File: config.mk
export PLATFORM = sky130hd
export DESIGN_NAME = mult_div_unit
export DESIGN_NICKNAME = d
export VERILOG_FILES = /design/src/rtl/mult_div_unit.sv
export SDC_FILE = /design/constraint.sdc
export NUM_CORES = 1
export LEC_CHECK = 0
export ABC_AREA = 1
export BUFFER_PORTS_ARGS = -buffer_cell sky130_fd_sc_hd__buf_2
export CAP_MARGIN = 20
export CELL_PAD_IN_SITES_DETAIL_PLACEMENT = 1
export CELL_PAD_IN_SITES_GLOBAL_PLACEMENT = 1
export CORE_ASPECT_RATIO = 0.75
export CORE_UTILIZATION = 30
export DETAILED_ROUTE_END_ITERATION = 8
export GPL_TIMING_DRIVEN = 0
export PLACE_DENSITY = 0.7
export SYNTH_ARGS = -nofsm -noshare
export SYNTH_HDL_FRONTEND = slang
export SYNTH_SLANG_ARGS = --single-unit
export TNS_END_PERCENT = 10
File: constraint.sdc
create_clock -name clk -period 3.6 [get_ports clk]
set_clock_uncertainty 0.05 [all_clocks]
set_input_delay 0 -clock clk [delete_from_list [all_inputs] [get_ports clk]]
set_output_delay 0 -clock clk [all_outputs]
set_load 0.01 [all_outputs]
File: src/rtl/mult_div_unit.sv
// Iterative signed MULT (radix-2 Booth) / DIV (restoring) engine owning HI/LO; one bit per cycle.
// start -> done is 33 cycles (1 cycle for DIV by zero); start is ignored unless IDLE.
module mult_div_unit #(
  parameter int WIDTH = 32
) (
  input  logic             clk,
  input  logic             reset,
  input  logic             start,
  input  logic             op,
  input  logic [WIDTH-1:0] ALUSrcA,
  input  logic [WIDTH-1:0] ALUSrcB,
  output logic             busy,
  output logic             done,
  output logic             div_zero,
  output logic [WIDTH-1:0] HI,
  output logic [WIDTH-1:0] LO
);

  localparam int CW = $clog2(WIDTH);

  typedef enum logic [1:0] {S_IDLE, S_RUN, S_FINISH} state_t;

  state_t           state_q, state_d;
  logic             op_q, op_d;
  logic [CW-1:0]    cnt_q, cnt_d;
  logic [WIDTH:0]   acc_hi_q, acc_hi_d;
  logic [WIDTH-1:0] acc_lo_q, acc_lo_d;
  logic             qm1_q, qm1_d;
  logic [WIDTH-1:0] m_q, m_d;
  logic             negq_q, negq_d;
  logic             negr_q, negr_d;
  logic             busy_q, busy_d;
  logic             done_q, done_d;
  logic             dz_q, dz_d;
  logic [WIDTH-1:0] hi_q, hi_d;
  logic [WIDTH-1:0] lo_q, lo_d;

  logic [WIDTH-1:0] a_abs, b_abs;
  logic [WIDTH:0]   m_ext, booth_sum, rem_sh, trial;

  always_comb begin
    state_d  = state_q;
    op_d     = op_q;
    cnt_d    = cnt_q;
    acc_hi_d = acc_hi_q;
    acc_lo_d = acc_lo_q;
    qm1_d    = qm1_q;
    m_d      = m_q;
    negq_d   = negq_q;
    negr_d   = negr_q;
    busy_d   = busy_q;
    done_d   = 1'b0;
    dz_d     = dz_q;
    hi_d     = hi_q;
    lo_d     = lo_q;

    a_abs = ALUSrcA[WIDTH-1] ? -ALUSrcA : ALUSrcA;
    b_abs = ALUSrcB[WIDTH-1] ? -ALUSrcB : ALUSrcB;

    // Hi accumulator is one bit wider so subtracting the most negative multiplicand cannot overflow.
    m_ext = {m_q[WIDTH-1], m_q};
    case ({acc_lo_q[0], qm1_q})
      2'b01:   booth_sum = acc_hi_q + m_ext;
      2'b10:   booth_sum = acc_hi_q - m_ext;
      default: booth_sum = acc_hi_q;
    endcase

    rem_sh = {acc_hi_q[WIDTH-1:0], acc_lo_q[WIDTH-1]};
    trial  = rem_sh - {1'b0, m_q};

    case (state_q)
      S_IDLE: begin
        if (start) begin
          op_d   = op;
          cnt_d  = CW'(WIDTH - 1);
          dz_d   = 1'b0;
          busy_d = 1'b1;
          qm1_d  = 1'b0;
          acc_hi_d = '0;
          if (op) begin
            acc_lo_d = a_abs;
            m_d      = b_abs;
            negq_d   = ALUSrcA[WIDTH-1] ^ ALUSrcB[WIDTH-1];
            negr_d   = ALUSrcA[WIDTH-1];
            if (ALUSrcB == '0) begin
              dz_d    = 1'b1;
              state_d = S_FINISH;
            end else begin
              state_d = S_RUN;
            end
          end else begin
            acc_lo_d = ALUSrcB;
            m_d      = ALUSrcA;
            state_d  = S_RUN;
          end
        end
      end
      S_RUN: begin
        if (op_q) begin
          if (!trial[WIDTH]) begin
            acc_hi_d = trial;
            acc_lo_d = {acc_lo_q[WIDTH-2:0], 1'b1};
          end else begin
            acc_hi_d = rem_sh;
            acc_lo_d = {acc_lo_q[WIDTH-2:0], 1'b0};
          end
        end else begin
          acc_hi_d = {booth_sum[WIDTH], booth_sum[WIDTH:1]};
          acc_lo_d = {booth_sum[0], acc_lo_q[WIDTH-1:1]};
          qm1_d    = acc_lo_q[0];
        end
        cnt_d = cnt_q - 1'b1;
        if (cnt_q == '0) state_d = S_FINISH;
      end
      S_FINISH: begin
        state_d = S_IDLE;
        busy_d  = 1'b0;
        done_d  = 1'b1;
        // A divide by zero leaves HI/LO untouched.
        if (!dz_q) begin
          if (op_q) begin
            lo_d = negq_q ? -acc_lo_q : acc_lo_q;
            hi_d = negr_q ? -acc_hi_q[WIDTH-1:0] : acc_hi_q[WIDTH-1:0];
          end else begin
            hi_d = acc_hi_q[WIDTH-1:0];
            lo_d = acc_lo_q;
          end
        end
      end
      default: state_d = S_IDLE;
    endcase
  end

  always_ff @(posedge clk or negedge reset) begin
    if (!reset) begin
      state_q  <= S_IDLE;
      op_q     <= 1'b0;
      cnt_q    <= '0;
      acc_hi_q <= '0;
      acc_lo_q <= '0;
      qm1_q    <= 1'b0;
      m_q      <= '0;
      negq_q   <= 1'b0;
      negr_q   <= 1'b0;
      busy_q   <= 1'b0;
      done_q   <= 1'b0;
      dz_q     <= 1'b0;
      hi_q     <= '0;
      lo_q     <= '0;
    end else begin
      state_q  <= state_d;
      op_q     <= op_d;
      cnt_q    <= cnt_d;
      acc_hi_q <= acc_hi_d;
      acc_lo_q <= acc_lo_d;
      qm1_q    <= qm1_d;
      m_q      <= m_d;
      negq_q   <= negq_d;
      negr_q   <= negr_d;
      busy_q   <= busy_d;
      done_q   <= done_d;
      dz_q     <= dz_d;
      hi_q     <= hi_d;
      lo_q     <= lo_d;
    end
  end

  assign busy     = busy_q;
  assign done     = done_q;
  assign div_zero = dz_q;
  assign HI       = hi_q;
  assign LO       = lo_q;

endmodule

==> impl_metrics.ini <==
[cells_and_area]
n_antenna_cell = 0
nets = 3285
area_delta_synth_final_pct = 22.1
fin_area_sq_mm = 0.0216
drive_above_1_share = 0.161

[clock_network]
cts_buffers = 17
htree_levels = 4
clk_latency_ns = 0.47
clk_pin_slew_ns = 0.08
cts.sinks = 175
clockRootBuffer = clkbuf_16
cts_tree = done
clockBufferDepth = 2

[synth]
synth_nets = 3055
synth-edff-count = 0
synth.area.top_cells = dfrtp_1 25%, nand2_1 19%, inv_1 8.0%
synth_cells = 2912
synth_top_area_cell = dfrtp_1
synth_cell_types = 62
synthTopCellsByCount = 892 x nand2_1, 379 x inv_1, 259 x nor2_1, 234 x a21oi_1, 201 x nand3_1
syn_avg_cell_area_sq_um = 6.08
syn-cell-area_sq_mm = 0.0177
ys_ff_latch = 175
post-synth-top-count-cell = nand2_1
synth_top_area_share = 0.247
synthArstFlopShare = 1.00
synth_top_flop_cell = dfrtp_1
ys_warn_count = 0
yosysSeqAreaShare = 0.247

[outcome]
status = finished clean

[drt]
m1WireLength_microns = 41700
first_pass_iters = 5
via_per_inst = 5.37
drt_iter0_markers = 2046
ant_nets = 0
totalWireLength_microns = 85100
wl_per_cell_microns = 21.6
wl_met3_microns = 7910
num_vias = 21100
post-route-drc-count = 0
highest_layer = met5
wl_met2_microns = 34100

[min_path]
hold_class = in2async

[placement]
placed_area_sq_mm = 0.0194
port_buffers = 133
hpwl_microns = 68900
place_congestion = 0.999

[timing]
finalHoldViolCount = 0
worst_slew_pin_slew_ns = 0.794
slew_headroom = 0.471
slew_viol_final = 0
setup_viol = 0
rsz0062_at_grt = yes
fmax_ghz = 0.281
fin_crit_ns = 3.55
post-route-period-util = 0.987

[global_routing]
grt_usage = 0.276
gr-total-overflow = 0
grt_pass1_wl_microns = 124000
grt_max_degree = 112
first_global_vias = 19600
antenna_found_initial = 2

[critical_path]
rr_worst_depth = 20
start_kind = flop
critPathArrivalTime_ns = 3.91
cpPeakStageDelay_ns = 0.41
critical_path_class = reg2reg
worst_setup_path_end_kind = flop
critical_path.top_delay_family = simple AND/OR/NAND/NOR gates
crit_required_ns = 3.95
crit_cells = 20
crit_chain = inv_4 > nand3_4 > nor2_2 > nand2_2 > nor3_4 > buf_4 > nand4_1 > xor2_2 > o21ai_4 > ha_4 > a21oi_2 > nand2_2 > o21bai_1 > nor2_1 > nand2_1 > nand2_1 > nand3_1 > nand2_1 > nand3_1 > nand2_1
worstPathMaxFanout = 5
crit_path_frequent_cell = nand2_1
cpMaxStageDelayCell = dfrtp_1
path_buf_inv = 2

[floorplan]
dieWidth_microns = 283
row_count = 76
ioPinCount = 135
initial_core_util = 0.306
die_y_microns = 212
dieArea_sq_mm = 0.0600
core-area_sq_mm = 0.0579

[run]
maxCapViolCount = 0
[registers in the layout (all words and copies together), names as in the netlist, 2 cells and up]
register	flops
acc_hi_q	33
HI	32
LO	32
acc_lo_q	32
m_q	32
cnt_q	5
state_q	2
[final timing paths]
| kind | slack (ns) | from | to |
|---|---|---|---|
| worst max-delay path | 0.05 | m_q[1]$_DFFE_PN0P_ | acc_hi_q[27]$_DFFE_PN0P_ |
| min in group clk | 0.05 | ALUSrcA[27] | m_q[27]$_DFFE_PN0P_ |
| max in group asynchronous | 2.48 | reset | acc_hi_q[25]$_DFFE_PN0P_ |
| worst min register to register | 0.43 | LO[25]$_DFFE_PN0P_ | LO[25]$_DFFE_PN0P_ |
| worst min-delay path | 0.008 | reset | LO[19]$_DFFE_PN0P_ |
| worst max register to register | 0.05 | m_q[1]$_DFFE_PN0P_ | acc_hi_q[27]$_DFFE_PN0P_ |
[repair_timing]
item / CTS / global route
gates cloned: 0 / 1
resized for setup: 60 / 185
setup endpoints to repair: 34 / 32
hold buffers: 38 / 0
pin swaps: 5 / 35
setup buffers: 11 / 26
endpoints found under the hold margin: 153 / 0
[area by class of cell]
class,instances,area [sq um]
tap,780,976
fill,7652,36300
timing repair buffer,211,1380
sequential,175,4400
clock buffer,18,439
multi-input combinational,2239,12300
inverter,396,1490
clock inverter,12,150
buffer,102,495
[kinds of logic after synthesis]
logic type               Yosys count  synth area share
buffers and inverters            498             0.110
AND/OR/NAND/NOR                 1522             0.371
AO/OA/AOI/OAI                    537             0.166
flip-flops                       175             0.247
adder cells (fa/ha/maj)           75            0.0538
XOR/XNOR                         105            0.0519
[cell usage in the layout, fill, tap and decap left out, drive strengths merged, types with 3 or more instances in the layout]
cell,count
nor4,11
dfrtp,175
o21bai,7
o31ai,6
o221ai,11
nand3b,20
xor2,81
nor2,280
inv,399
a22oi,11
dlygate4sd3,38
o21a,3
clkbuf,76
ha,73
o21ai,227
a31oi,11
xnor2,24
nand3,212
nand4,37
buf,217
o211ai,12
o41ai,3
nand2,906
or2,8
clkinv,5
nor3,45
a21oi,237
[layer usage]
metal | GRT usage | up-vias
met3 | 0.0515 | 85
met5 | 0 | -
li1 | - | 9869
met1 | 0.435 | 10300
met2 | 0.380 | 864
met4 | 0.0529 | 2
[per-stage QoR]
step	hold slack (ns)	util	worst slack, ns	setup TNS, ns	std cells
3_3_place_gp	0.323	0.334	-1.01	-106.25	3825
3_5_place_dp	-0.0673	0.335	-0.936	-23.32	3826
5_1_grt	0.0503	0.373	-0.0899	-0.610	3933
2_1_floorplan	-0.346	-	0.574	0	2912
4_1_cts	0.00938	0.357	-0.0764	-0.286	3905
6_report	0.00836	0.373	0.0455	0	3933
Power is not shown: default switching activity piles up to over one toggle a cycle in this logic, so the estimate is an artifact.
